--- config.mk ---
export PLATFORM = sky130hd
export DESIGN_NAME = rx_burst_sched_flat
export DESIGN_NICKNAME = d
export VERILOG_FILES = /design/src/rtl/rx_burst_sched_pkg.sv /design/src/rtl/rx_burst_sched_if.sv /design/src/rtl/rx_burst_sched_gap_timer.sv /design/src/rtl/rx_burst_sched.sv /design/src/flat_wrapper.sv
export SDC_FILE = /design/constraint.sdc
export NUM_CORES = 1
export LEC_CHECK = 0
export ABC_AREA = 1
export BUFFER_PORTS_ARGS = -buffer_cell sky130_fd_sc_hd__buf_2
export CAP_MARGIN = 20
export CORE_UTILIZATION = 45
export DETAILED_ROUTE_END_ITERATION = 8
export HOLD_SLACK_MARGIN = 0.02
export PLACE_DENSITY = 0.67
export SYNTH_ARGS = -nofsm -noshare
export SYNTH_HDL_FRONTEND = slang
export SYNTH_HIERARCHICAL = 1
export SYNTH_SLANG_ARGS = --single-unit
export TNS_END_PERCENT = 100
--- constraint.sdc ---
create_clock -name ff_clk -period 1.83 [get_ports ff_clk]
set_clock_uncertainty 0.05 [all_clocks]
set_input_delay 0.0915 -clock ff_clk [delete_from_list [all_inputs] [get_ports ff_clk]]
set_output_delay 0.0915 -clock ff_clk [all_outputs]
set_load 0.01 [all_outputs]
--- src/rtl/rx_burst_sched_pkg.sv ---
// Shared definitions for the receive burst scheduler and the capture side.
package rx_burst_sched_pkg;

  typedef enum logic [1:0] {
    ST_IDLE  = 2'd0,
    ST_BURST = 2'd1,
    ST_GAP   = 2'd2
  } state_e;

  localparam int unsigned BURST_BITS     = 148;
  localparam int unsigned GAP_BITS       = 8;
  localparam int unsigned SLOTS_PER_HALF = 8;

  // Constants shared with frame capture.
  localparam logic [47:0] MAC_ADDR      = 48'h02_00_00_00_00_01;
  localparam int unsigned ETH_BUF_BYTES = (2 * SLOTS_PER_HALF * BURST_BITS) / 8;

endpackage

--- src/rtl/rx_burst_sched_if.sv ---
// Capture/serializer-side signals of rx_burst_sched.
//   master: scheduler side (drives everything except frame_wr)
//   slave : capture/serializer side
interface rx_burst_sched_if;

  logic       frame_wr;
  logic       wr_half;
  logic [1:0] half_valid;
  logic [3:0] slot_idx;
  logic       load;
  logic       ff_en;
  logic [7:0] bit_cnt;
  logic       start;
  logic       need_data;
  logic       underrun;
  logic       overflow;

  modport master (
    input  frame_wr,
    output wr_half, half_valid, slot_idx, load, ff_en, bit_cnt,
           start, need_data, underrun, overflow
  );

  modport slave (
    output frame_wr,
    input  wr_half, half_valid, slot_idx, load, ff_en, bit_cnt,
           start, need_data, underrun, overflow
  );

endinterface

--- src/rtl/rx_burst_sched_gap_timer.sv ---
// Inter-burst gap counter; gap is one bit longer when long_i is set.
//   ff_clk, rst_n : clock (negedge active), async active-low reset
//   run_i         : scheduler is in the gap
//   long_i        : current slot takes the long gap
//   last_o        : this is the final gap cycle
module gap_timer
  import rx_burst_sched_pkg::*;
#(
  parameter int unsigned GAP_LEN = GAP_BITS
) (
  input  logic ff_clk,
  input  logic rst_n,
  input  logic run_i,
  input  logic long_i,
  output logic last_o
);

  localparam int unsigned CW = $clog2(GAP_LEN + 2);

  logic [CW-1:0] cnt_q, cnt_d;

  always_comb begin
    last_o = run_i && (cnt_q == (long_i ? CW'(GAP_LEN) : CW'(GAP_LEN - 1)));
    cnt_d  = (run_i && !last_o) ? cnt_q + CW'(1) : '0;
  end

  always_ff @(negedge ff_clk or negedge rst_n) begin
    if (!rst_n) cnt_q <= '0;
    else        cnt_q <= cnt_d;
  end

endmodule

--- src/rtl/rx_burst_sched.sv ---
// Receive burst-buffer scheduler: half-buffer bookkeeping and burst/gap
// sequencing toward the bit serializer.
//   ff_clk, rst_n : clock (negedge active), async active-low reset
//   bus           : frame_wr in; wr_half, half_valid, slot_idx, load, ff_en,
//                   bit_cnt, start, need_data, underrun, overflow out
module rx_burst_sched #(
  parameter int unsigned BURST_BITS     = rx_burst_sched_pkg::BURST_BITS,
  parameter int unsigned GAP_BITS       = rx_burst_sched_pkg::GAP_BITS,
  parameter int unsigned SLOTS_PER_HALF = rx_burst_sched_pkg::SLOTS_PER_HALF
) (
  input  logic                     ff_clk,
  input  logic                     rst_n,
  rx_burst_sched_if.master         bus
);

  import rx_burst_sched_pkg::state_e;
  import rx_burst_sched_pkg::ST_IDLE;
  import rx_burst_sched_pkg::ST_BURST;
  import rx_burst_sched_pkg::ST_GAP;

  state_e     state_q, state_d;
  logic [7:0] bit_cnt_q, bit_cnt_d;
  logic [3:0] slot_q, slot_d;
  logic [1:0] hv_q, hv_d;
  logic       start_q, start_d;
  logic       und_q, und_d;
  logic       ovf_q, ovf_d;

  logic       rd_half, wr_half, burst_load, burst_end;
  logic       gap_run, gap_long, gap_last;
  logic [3:0] slot_inc;

  assign rd_half    = slot_q[3];
  // Point capture away from the read half while that half is still valid.
  assign wr_half    = hv_q[rd_half] ? ~rd_half : rd_half;
  assign slot_inc   = slot_q + 4'd1;
  assign burst_load = (state_q == ST_BURST) && (bit_cnt_q == '0);
  assign burst_end  = (state_q == ST_BURST) && (bit_cnt_q == 8'(BURST_BITS - 1));
  assign gap_run    = (state_q == ST_GAP);
  assign gap_long   = (slot_q[1:0] == 2'd3);

  gap_timer #(
    .GAP_LEN (GAP_BITS)
  ) u_gap_timer (
    .ff_clk (ff_clk),
    .rst_n  (rst_n),
    .run_i  (gap_run),
    .long_i (gap_long),
    .last_o (gap_last)
  );

  always_comb begin
    state_d   = state_q;
    bit_cnt_d = '0;
    slot_d    = slot_q;
    hv_d      = hv_q;
    und_d     = 1'b0;
    ovf_d     = 1'b0;
    start_d   = start_q | burst_load;

    case (state_q)
      ST_IDLE: begin
        if (hv_q[rd_half]) state_d = ST_BURST;
      end
      ST_BURST: begin
        if (burst_end) begin
          state_d = ST_GAP;
          if (slot_q[2:0] == 3'(SLOTS_PER_HALF - 1)) hv_d[rd_half] = 1'b0;
        end else begin
          bit_cnt_d = bit_cnt_q + 8'd1;
        end
      end
      ST_GAP: begin
        if (gap_last) begin
          slot_d = slot_inc;
          if (hv_q[slot_inc[3]]) begin
            state_d = ST_BURST;
          end else begin
            state_d = ST_IDLE;
            und_d   = 1'b1;
          end
        end
      end
      default: state_d = ST_IDLE;
    endcase

    // Never collides with the clear above: wr_half avoids a valid read half.
    if (bus.frame_wr) begin
      if (&hv_q) ovf_d = 1'b1;
      else       hv_d[wr_half] = 1'b1;
    end
  end

  always_ff @(negedge ff_clk or negedge rst_n) begin
    if (!rst_n) begin
      state_q   <= ST_IDLE;
      bit_cnt_q <= '0;
      slot_q    <= '0;
      hv_q      <= '0;
      start_q   <= 1'b0;
      und_q     <= 1'b0;
      ovf_q     <= 1'b0;
    end else begin
      state_q   <= state_d;
      bit_cnt_q <= bit_cnt_d;
      slot_q    <= slot_d;
      hv_q      <= hv_d;
      start_q   <= start_d;
      und_q     <= und_d;
      ovf_q     <= ovf_d;
    end
  end

  assign bus.wr_half    = wr_half;
  assign bus.half_valid = hv_q;
  assign bus.slot_idx   = slot_q;
  assign bus.load       = burst_load;
  assign bus.ff_en      = (state_q == ST_BURST);
  assign bus.bit_cnt    = bit_cnt_q;
  assign bus.start      = start_q;
  assign bus.need_data  = (state_q != ST_IDLE) &&
                          ((slot_q[2:0] == 3'd3) || (slot_q[2:0] == 3'd4));
  assign bus.underrun   = und_q;
  assign bus.overflow   = ovf_q;

endmodule

--- src/flat_wrapper.sv ---
// flat-port wrapper written by rule: the top's interface ports become plain ports
module rx_burst_sched_flat import rx_burst_sched_pkg::state_e; import rx_burst_sched_pkg::ST_IDLE; import rx_burst_sched_pkg::ST_BURST; import rx_burst_sched_pkg::ST_GAP;
#(
  parameter int unsigned BURST_BITS     = rx_burst_sched_pkg::BURST_BITS,
  parameter int unsigned GAP_BITS       = rx_burst_sched_pkg::GAP_BITS,
  parameter int unsigned SLOTS_PER_HALF = rx_burst_sched_pkg::SLOTS_PER_HALF
)
  (ff_clk, rst_n, bus_frame_wr, bus_wr_half, bus_half_valid, bus_slot_idx, bus_load, bus_ff_en, bus_bit_cnt, bus_start, bus_need_data, bus_underrun, bus_overflow);
  rx_burst_sched_if bus_i ();
  input  logic ff_clk;
  input  logic rst_n;
  input wire logic [$bits(bus_i.frame_wr)-1:0] bus_frame_wr;
  output wire logic [$bits(bus_i.wr_half)-1:0] bus_wr_half;
  output wire logic [$bits(bus_i.half_valid)-1:0] bus_half_valid;
  output wire logic [$bits(bus_i.slot_idx)-1:0] bus_slot_idx;
  output wire logic [$bits(bus_i.load)-1:0] bus_load;
  output wire logic [$bits(bus_i.ff_en)-1:0] bus_ff_en;
  output wire logic [$bits(bus_i.bit_cnt)-1:0] bus_bit_cnt;
  output wire logic [$bits(bus_i.start)-1:0] bus_start;
  output wire logic [$bits(bus_i.need_data)-1:0] bus_need_data;
  output wire logic [$bits(bus_i.underrun)-1:0] bus_underrun;
  output wire logic [$bits(bus_i.overflow)-1:0] bus_overflow;
  assign bus_i.frame_wr = bus_frame_wr;
  assign bus_wr_half = bus_i.wr_half;
  assign bus_half_valid = bus_i.half_valid;
  assign bus_slot_idx = bus_i.slot_idx;
  assign bus_load = bus_i.load;
  assign bus_ff_en = bus_i.ff_en;
  assign bus_bit_cnt = bus_i.bit_cnt;
  assign bus_start = bus_i.start;
  assign bus_need_data = bus_i.need_data;
  assign bus_underrun = bus_i.underrun;
  assign bus_overflow = bus_i.overflow;
  rx_burst_sched #(.BURST_BITS(BURST_BITS), .GAP_BITS(GAP_BITS), .SLOTS_PER_HALF(SLOTS_PER_HALF)) u_core (.ff_clk(ff_clk), .rst_n(rst_n), .bus(bus_i));
endmodule
; After elaboration in Yosys (flattened, before gate mapping)
; Index checks and enable logic that the tools add are counted.
[totals]
ff_bits = 23
latchBits = 0
ram_bits = 0
mem_bits_ro = 0
output_inout_bits = 21
elab_cells = 75
mem_count = 0
[op_classes]
n_addsub = 3
multipliers = 0
div_mod_pow = 0
n_lt_le_gt_ge = 5
eq_ne = 11
shifts = 0
mux = 28
bitwise = 5
n_reduce_logical = 15
[ops]
columns = operator, n
row1 = $mux 2, 8
row2 = $mux 8, 2
row3 = $mux 1, 13
row4 = $add 4x1->4 const B, 2
row5 = $add 8x1->8 const B, 1
row6 = $eq 8x8->1 const B, 1
row7 = $logic_not 8->1, 1
row8 = $mux 4, 2
row9 = $logic_and 1x1->1, 7
row10 = $eq 3x3->1 const B, 2
row11 = $lt 1x2->1 const B, 3
row12 = $ne 2x1->1 const B, 3
row13 = $pmux 2 s3, 1
row14 = $eq 2x2->1 const B, 2
row15 = $eq 4x4->1, 1
row16 = $reduce_and 2->1, 2
row17 = $eq 3x2->1 const B, 1
row18 = $reduce_and 3->1, 1
row19 = $and 2x2->2, 1
row20 = $demux 1 s1, 2
row21 = $eq 2x1->1 const B, 1
row22 = $ge 1x1->1 const B, 2
row23 = $logic_not 2->1, 1
row24 = $not 2->2, 1
row25 = other kinds (6), 6

; Logic depth before layout (Yosys ltp)
; Gate-level depths: netlist of run 1.
[logic_depth]
word_depth = 12
mapped_depth = 13

; Modules after synthesis
; The synthesis of run 1 kept the hierarchy.
[by_module_without_submodules]
columns = mod, n_inst, cells_per_inst, area_per_inst_um2, seq_area_each_um2
row1 = rx_burst_sched, 1, 129, 1054.8, 475.5
row2 = gap_timer, 1, 24, 220.2, 100.1

==> results.md, run 1 <==
- Final HPWL DP: 2060 µm
- Via Count: around 1,300
- Longest Clk Path Bufs: 2
- Critical Path End Type: output pin
- Synth unique cells: 27
- Synth top area share: 45.14%
- CP top delay family: simple AND/OR/NAND/NOR gates
- Critical path depth: 4
- Worst path max stage delay: 390 ps
- Largest net degree at the start of global routing: 24
- Worst Hold Class: register to register
- Cell leakage power: 0.001002 µW
- Critical path launch point: u_core/bus.bit_cnt[3]
- Worst r2r src: u_core/bus.slot_idx[0]
- Status: finished, violations left
- Pre-antenna DRT Iters: 4
- DIE AREA: approximately 0.003 mm²
- Maximum vdd drop: around 440 µV
- Sequential fraction of design power: about 66%
- Comb power frac: 2.0%
- TritonCTS clock tree: done
- Initial Utilization: 49.66%
- Area contributors post-synth: dfrtn_1 (45%), nor2_1 (8.8%), nand2_1 (7.1%), inv_1 (6.2%), ha_1 (5.9%)
- Post-synthesis sequential area ratio: 45.14%
- Final Core Density: 77.83%
- # diodes: 0
- First-pass GRT wire length: a little over 5000 µm
- Die X: between 50 and 60 µm
- H-tree lvl count: 1
- Root Driver: clkbuf_4
- Post-synthesis mux area share: 0.8832%
- Synth Net Count: around 160
- Fillers: 187
- Failing checks: setup timing
- Hold Fails Final Rpt: 0
- First DRT Iteration DRCs: 36
- Antenna violations before repair: 0
- Final WL: 3447 µm
- GRT busiest layer: met2
- Core region area: ~0.0026 mm²
- Buffers on Ports: 23
- Dpl cell area: 0.001635 mm²
- RSZ-0062 raised after global routing: yes
- Complex-gate fraction of the synthesized area: 3.925%
- HP Start: u_core/bus.start
- Switch Pwr: 181.1 µW
- Synth Area in Simple Gates: 34.15%
- Nets: ~240
- Main combinational cell family by area after synthesis: simple AND/OR/NAND/NOR gates
- Clk Latency, worst-skew pair: 320 ps
- Global route total overflow: 0
- Number of global-route vias before repair: between 1,000 and 1,500
- Hold Path Cell Cnt: 1
- Adder-cell area share of the yosys netlist: 5.888%
- Largest area contributor in the netlist: dfrtn_1
- Syn-to-layout area delta: 56.72%
- Sink Count: 23
- Chip height: roughly 55 µm
- Arrival @ worst endpoint: 2200 ps
- Met1 Usage GRT: 25.83%
- Worst path bufs/invs: 1
- Worst Tran Pin Value: 524.4 ps
- Pwr dens: about 400 mW/mm²
- Pint: ~600 µW
- Max FO, Critical Path: 2
- Syn. warnings: 6
- Final antenna-violating net count: 0
- Synth Instances: 153
- Final instance area: 0.001998 mm²
- Clk network pwr share: 32.4%
- Final Max Slew Viols: 0
- Mapped cell area: 0.001275 mm²
- Tot GR Track Use: 21.04%
- Met3 GRT Util: around 3.7%
- Max-slew headroom: 65.04%
- Crit path kind: register to output pin
- Final setup viols: 21
- Num CTS Buffers: 3
- Crit start category: register
- # rows: 18
- DR vias/cell: 5.016
- WL per Instance: 13.52 µm
- GR Layer Usage met2: a little over a third
- Share of layout cells above drive strength 1: between 40% and 50%
- Worst R2R Path Depth: 8
- GP Congestion: 0.9225
- Seq cells post-synth: 23
- Drt drc: 0
- Synthesized area per cell: 8.333 µm²
- Sw Ratio: 23.16%
- Slowest stage cell, crit path: dfrtn_1
- Final setup margin: -511.4 ps
- IO Count: 24
- XOR/XNOR share of the synthesized area: under 10%
- Reg clk slew, reported paths: 90 ps
- Worst-path cell chain: nor2_2 -> nand4_4 -> nor2_4 -> buf_6
- Worst Path Required: 1690 ps
- Max_cap viols: 0
==> final cells by class <==
type	count	area, µm²	share of cell area [%]
Sequential cell	23	575.6	28.80
Clock buffer	4	26.28	1.315
Tap cell	30	37.54	1.879
Multi-Input combinational cell	106	660.6	33.06
Timing Repair Buffer	68	605.6	30.31
Inverter	24	92.59	4.634
==> path summary, 6_finish.rpt <==
| path | to | slack, ps |
|---|---|---|
| worst min-delay path | u_core/bus.start | 370 |
| min in group asynchronous | u_core/bus.half_valid[0] | 480 |
| worst min register to register | u_core/bus.start | 370 |
| worst max-delay path | bus_load | -510 |
| worst max register to register | u_core/bus.slot_idx[2] | 60 |
| max in group asynchronous | u_core/bus.bit_cnt[4] | 870 |
==> cell families after synthesis <==
kind of cell,after synthesis
muxes,1
xor gates and xnor gates,4
DFF,23
adders and majority gates,6
buffers and inverters,24
and+or+nand+nor,87
AOI/OAI and AO/OA,8
==> power by group through the flow <==
stage	sequential, µW	clock, µW	combinational [µW]
2_1_floorplan	522	0	1.77
3_3_place_gp	522	0	15.5
3_5_place_dp	522	0	16.1
4_1_cts	512	262	16.1
5_1_grt	512	275	18.5
6_report	512	254	15.8
==> cells in the mapped netlist <==
master / count
a211oi_1: 1
inv_4: 1
o21ai_1: 1
dfrtn_1: 23
nand4_2: 1
a21oi_1: 3
nand2_4: 2
ha_1: 6
inv_2: 2
nand2_2: 3
nor2_4: 2
o22ai_1: 1
nor3_1: 4
nor2_1: 30
nor2_2: 4
inv_1: 21
nand4_1: 2
nand3_2: 4
o21ai_0: 1
mux2_2: 1
nand3_1: 9
xor2_1: 2
nand3b_1: 1
or2_1: 1
a21boi_2: 1
xnor2_1: 2
nand2_1: 24
==> stage by stage <==
step                worst slack, ps  TNS [ps]  std cells  total power (µW)  hold WS, ps
floorplan                    -210.2    -350.3        153             524.2        342.3
global placement             -137.6    -347.3        232             537.0        355.0
detailed placement           -151.0    -369.6        232             537.6        356.3
CTS                          -517.6     -4958        245             790.0        360.6
global route                 -599.7     -5969        255             806.2        387.8
finish                       -511.4     -5130        255             781.7        369.4
==> layer usage <==
metal	vias up	share of wire, %
li1	621	-
met1	611	40
met2	37	54
met3	10	3.4
met4	0	2.5
met5	-	0
==> cell usage in the layout (no fill, tap or decap) <==
master / n
nand4_1: 2
buf_4: 31
mux2_2: 1
xor2_1: 2
inv_4: 1
o21ai_0: 1
a211oi_2: 1
nand3b_1: 1
nor3_1: 4
nor2_1: 26
nand4_4: 1
nand3_2: 4
or2_1: 1
inv_1: 19
nand2_2: 4
o21ai_1: 1
nand2_1: 22
a21boi_4: 1
a21oi_1: 3
nand2_4: 3
nor2_2: 6
ha_2: 1
nand3_1: 9
dfrtn_1: 23
xnor2_1: 2
nor2_4: 4
buf_6: 30
clkbuf_1: 1
o22ai_1: 1
clkbuf_4: 3
buf_2: 7
inv_2: 4
ha_1: 5
==> repair_timing <==
| action | in CTS | in global routing |
|---|---|---|
| setup endpoints to repair | 21 | 25 |
| resized for setup | 32 | 11 |
| hold buffers | 0 | 0 |
| setup buffers | 11 | 11 |
| pin swaps | 0 | 2 |
==> registers in the layout (all words and copies together) (netlist names) <==
| signal | flops |
|---|---|
| u_core/bus.half_valid | 2 |
| u_core/state_q | 2 |
| u_core/bus.slot_idx | 4 |
| u_core/bus.underrun | 1 |
| u_core/bus.bit_cnt | 8 |
| u_core/bus.overflow | 1 |
| u_core/u_gap_timer/cnt_q | 4 |
| u_core/bus.start | 1 |
Note: power is estimated with default switching activity, not from simulation.
==> run 2, diff against run 1 <==
--- a/config.mk
+++ b/config.mk
@@ -9,8 +9,10 @@
 export BUFFER_PORTS_ARGS = -buffer_cell sky130_fd_sc_hd__buf_2
 export CAP_MARGIN = 20
 export CORE_UTILIZATION = 45
+export CTS_BUF_LIST = sky130_fd_sc_hd__clkbuf_8
 export DETAILED_ROUTE_END_ITERATION = 8
 export HOLD_SLACK_MARGIN = 0.02
+export MAX_ROUTING_LAYER = met4
 export PLACE_DENSITY = 0.67
 export SYNTH_ARGS = -nofsm -noshare
 export SYNTH_HDL_FRONTEND = slang
==> constraint.sdc (replaced) <==
create_clock -name ff_clk -period 2.35 [get_ports ff_clk]
set_clock_uncertainty 0.05 [all_clocks]
set_input_delay 0.1175 -clock ff_clk [delete_from_list [all_inputs] [get_ports ff_clk]]
set_output_delay 0.1175 -clock ff_clk [all_outputs]
set_load 0.01 [all_outputs]
==> run 2 against run 1 <==
Effect of this change: the run still ends with setup timing left; routed wire length decreased by 19%; final area decreased by 13%; worst hold slack worse by 19 ps; sequential share of layout area rose by 4.2 points; count of clock-buffer cells in the layout fell by 1; combinational power down 26%; first-iteration DRC count up 5.6%; critical path depth unchanged; die area stayed put; sequential cell count unchanged; clock power fell by 7%; largest cell class unchanged.
==> results.md, run 2 (same netlist as run 1, synthesis figures left out) <==
- Status: finished, violations left
- Failing checks: setup timing
- Crit start category: register
- Nets: 214
- Cell leakage power: 0.0008857 µW
- TritonCTS clock tree: done
- Hold Fails Final Rpt: 0
- Worst Path Required: between 2000 and 2500 ps
- Final instance area: approximately 0.0017 mm²
- Die X: between 50 and 60 µm
- Number of global-route vias before repair: 1,038
- Final HPWL DP: 1876 µm
- # rows: 18
- Root Driver: clkbuf_8
- Post-CTS Hold Fix Bufs: 0
- Clk Latency, worst-skew pair: 270 ps
- DIE AREA: 0.003050 mm²
- Longest Clk Path Bufs: 2
- Worst Hold Class: register to register
- Max FO, Critical Path: 3
- Reg clk slew, reported paths: 50 ps
- Final setup margin: -239.4 ps
- Dpl cell area: 0.001530 mm²
- Final antenna-violating net count: 0
- Commonest non-fill, non-tap cell in the layout: nor2_1
- WL per Instance: roughly 12 µm
- Num CTS Buffers: 3
- Maximum vdd drop: 294.0 µV
- Final Max Slew Viols: 0
- Most frequent cells in the layout: nor2_1 (28), nand2_1 (23), dfrtn_1 (23), inv_1 (19)
- Core region area: 0.002567 mm²
- Syn-to-layout area delta: 36.90%
- Drt drc: 0
- Initial Utilization: 49.66%
- Crit path kind: register to output pin
- Arrival @ worst endpoint: ~2400 ps
- Tot GR Track Use: 17.61%
- Pre-antenna DRT Iters: 4
- Final setup viols: 4
- DR vias/cell: approximately 5.0
- Worst Tran Pin Value: 517.8 ps
- Antenna violations before repair: 0
- IO Count: 24
- Max-slew headroom: 65.48%
- Largest net degree at the start of global routing: 24
- RSZ-0062 raised after global routing: yes
- GP Congestion: between 0.8 and 0.9
- Max_cap viols: 0
- Final WL: 2778 µm
- # diodes: 0
- Max reg flops: 8
- Chip height: ~55 µm
- Buffers on Ports: 23
- Pwr dens: 370.0 mW/mm²
- H-tree lvl count: 1
- First DRT Iteration DRCs: 38
- Global route total overflow: 0
- Via Count: 1,177
- Critical Path End Type: output pin
- Share of layout cells above drive strength 1: around two fifths
- First-pass GRT wire length: 4291 µm
- Total Neg Setup Slack: -588.7 ps
- Sink Count: 23
## run 2: cell count changes in the layout (fill, tap and decap cells not counted), sizes merged
cell | before | now
clkbuf | 4 | 3
buf | 68 | 47
inv | 24 | 25
## run 2: timing repair
action                                  CTS  global route
resized for setup                        10            12
gates cloned                              0             0
endpoints found under the setup margin    4            10
buffers inserted                          5             6
pin swaps                                 4             2
## run 2: area by class of cell
class	instances	area (µm²)
Clock buffer	3	41.29
Clock inverter	1	3.754
Fill cell	213	822.0
Inverter	24	92.59
Multi-Input combinational cell	106	645.6
Sequential cell	23	575.6
Tap cell	30	37.54
Timing Repair Buffer	47	349.1
## run 2: metrics by stage
step	cells	hold slack, ps	total power, µW	utilization, %	setup slack (ps)
2_1_floorplan	153	342.3	408.2	-	23.76
6_report	234	350.1	645.8	67.98	-239.4
4_1_cts	228	359.0	655.9	63.84	-234.7
5_1_grt	234	385.0	670.7	67.98	-310.8
3_3_place_gp	219	356.4	418.2	59.60	99.66
3_5_place_dp	219	356.6	418.6	59.60	50.88
## run 2: final timing paths
kind,start,endpoint,slack (ps),cells past startpoint
min reg2reg,u_core/bus.start,u_core/bus.start,350,1
max,u_core/bus.slot_idx[0],bus_need_data,-240,4
max in group asynchronous,rst_n,u_core/state_q[1],1050,1
min,u_core/bus.start,u_core/bus.start,350,1
max reg2reg,u_core/bus.slot_idx[0],u_core/bus.slot_idx[2],540,8
min in group asynchronous,rst_n,u_core/bus.bit_cnt[7],830,1
## run 2: report_power, final
group / total (µW) / internal [µW] / leakage, µW / switching (µW)
logic: 11.7 / 2.34 / 0.000570 / 9.39
registers: 399 / 399 / 0.000288 / 0.159
clock network: 235 / 116 / 0.0000269 / 119
## run 2: per-layer routing
layer,wire length (µm),track usage [%],vias up
li1,-,-,582
met1,1238,22.41,564
met2,1388,29.09,25
met3,118,2.810,6
met4,33,5.000,0
met5,0,-,-
## run 2: critical path, cell delays in order, from the launching register on
cell and delay, ps:
dfrtn_1 450, ha_1 200, nor2_1 60, a211oi_2 130
buf_2 150
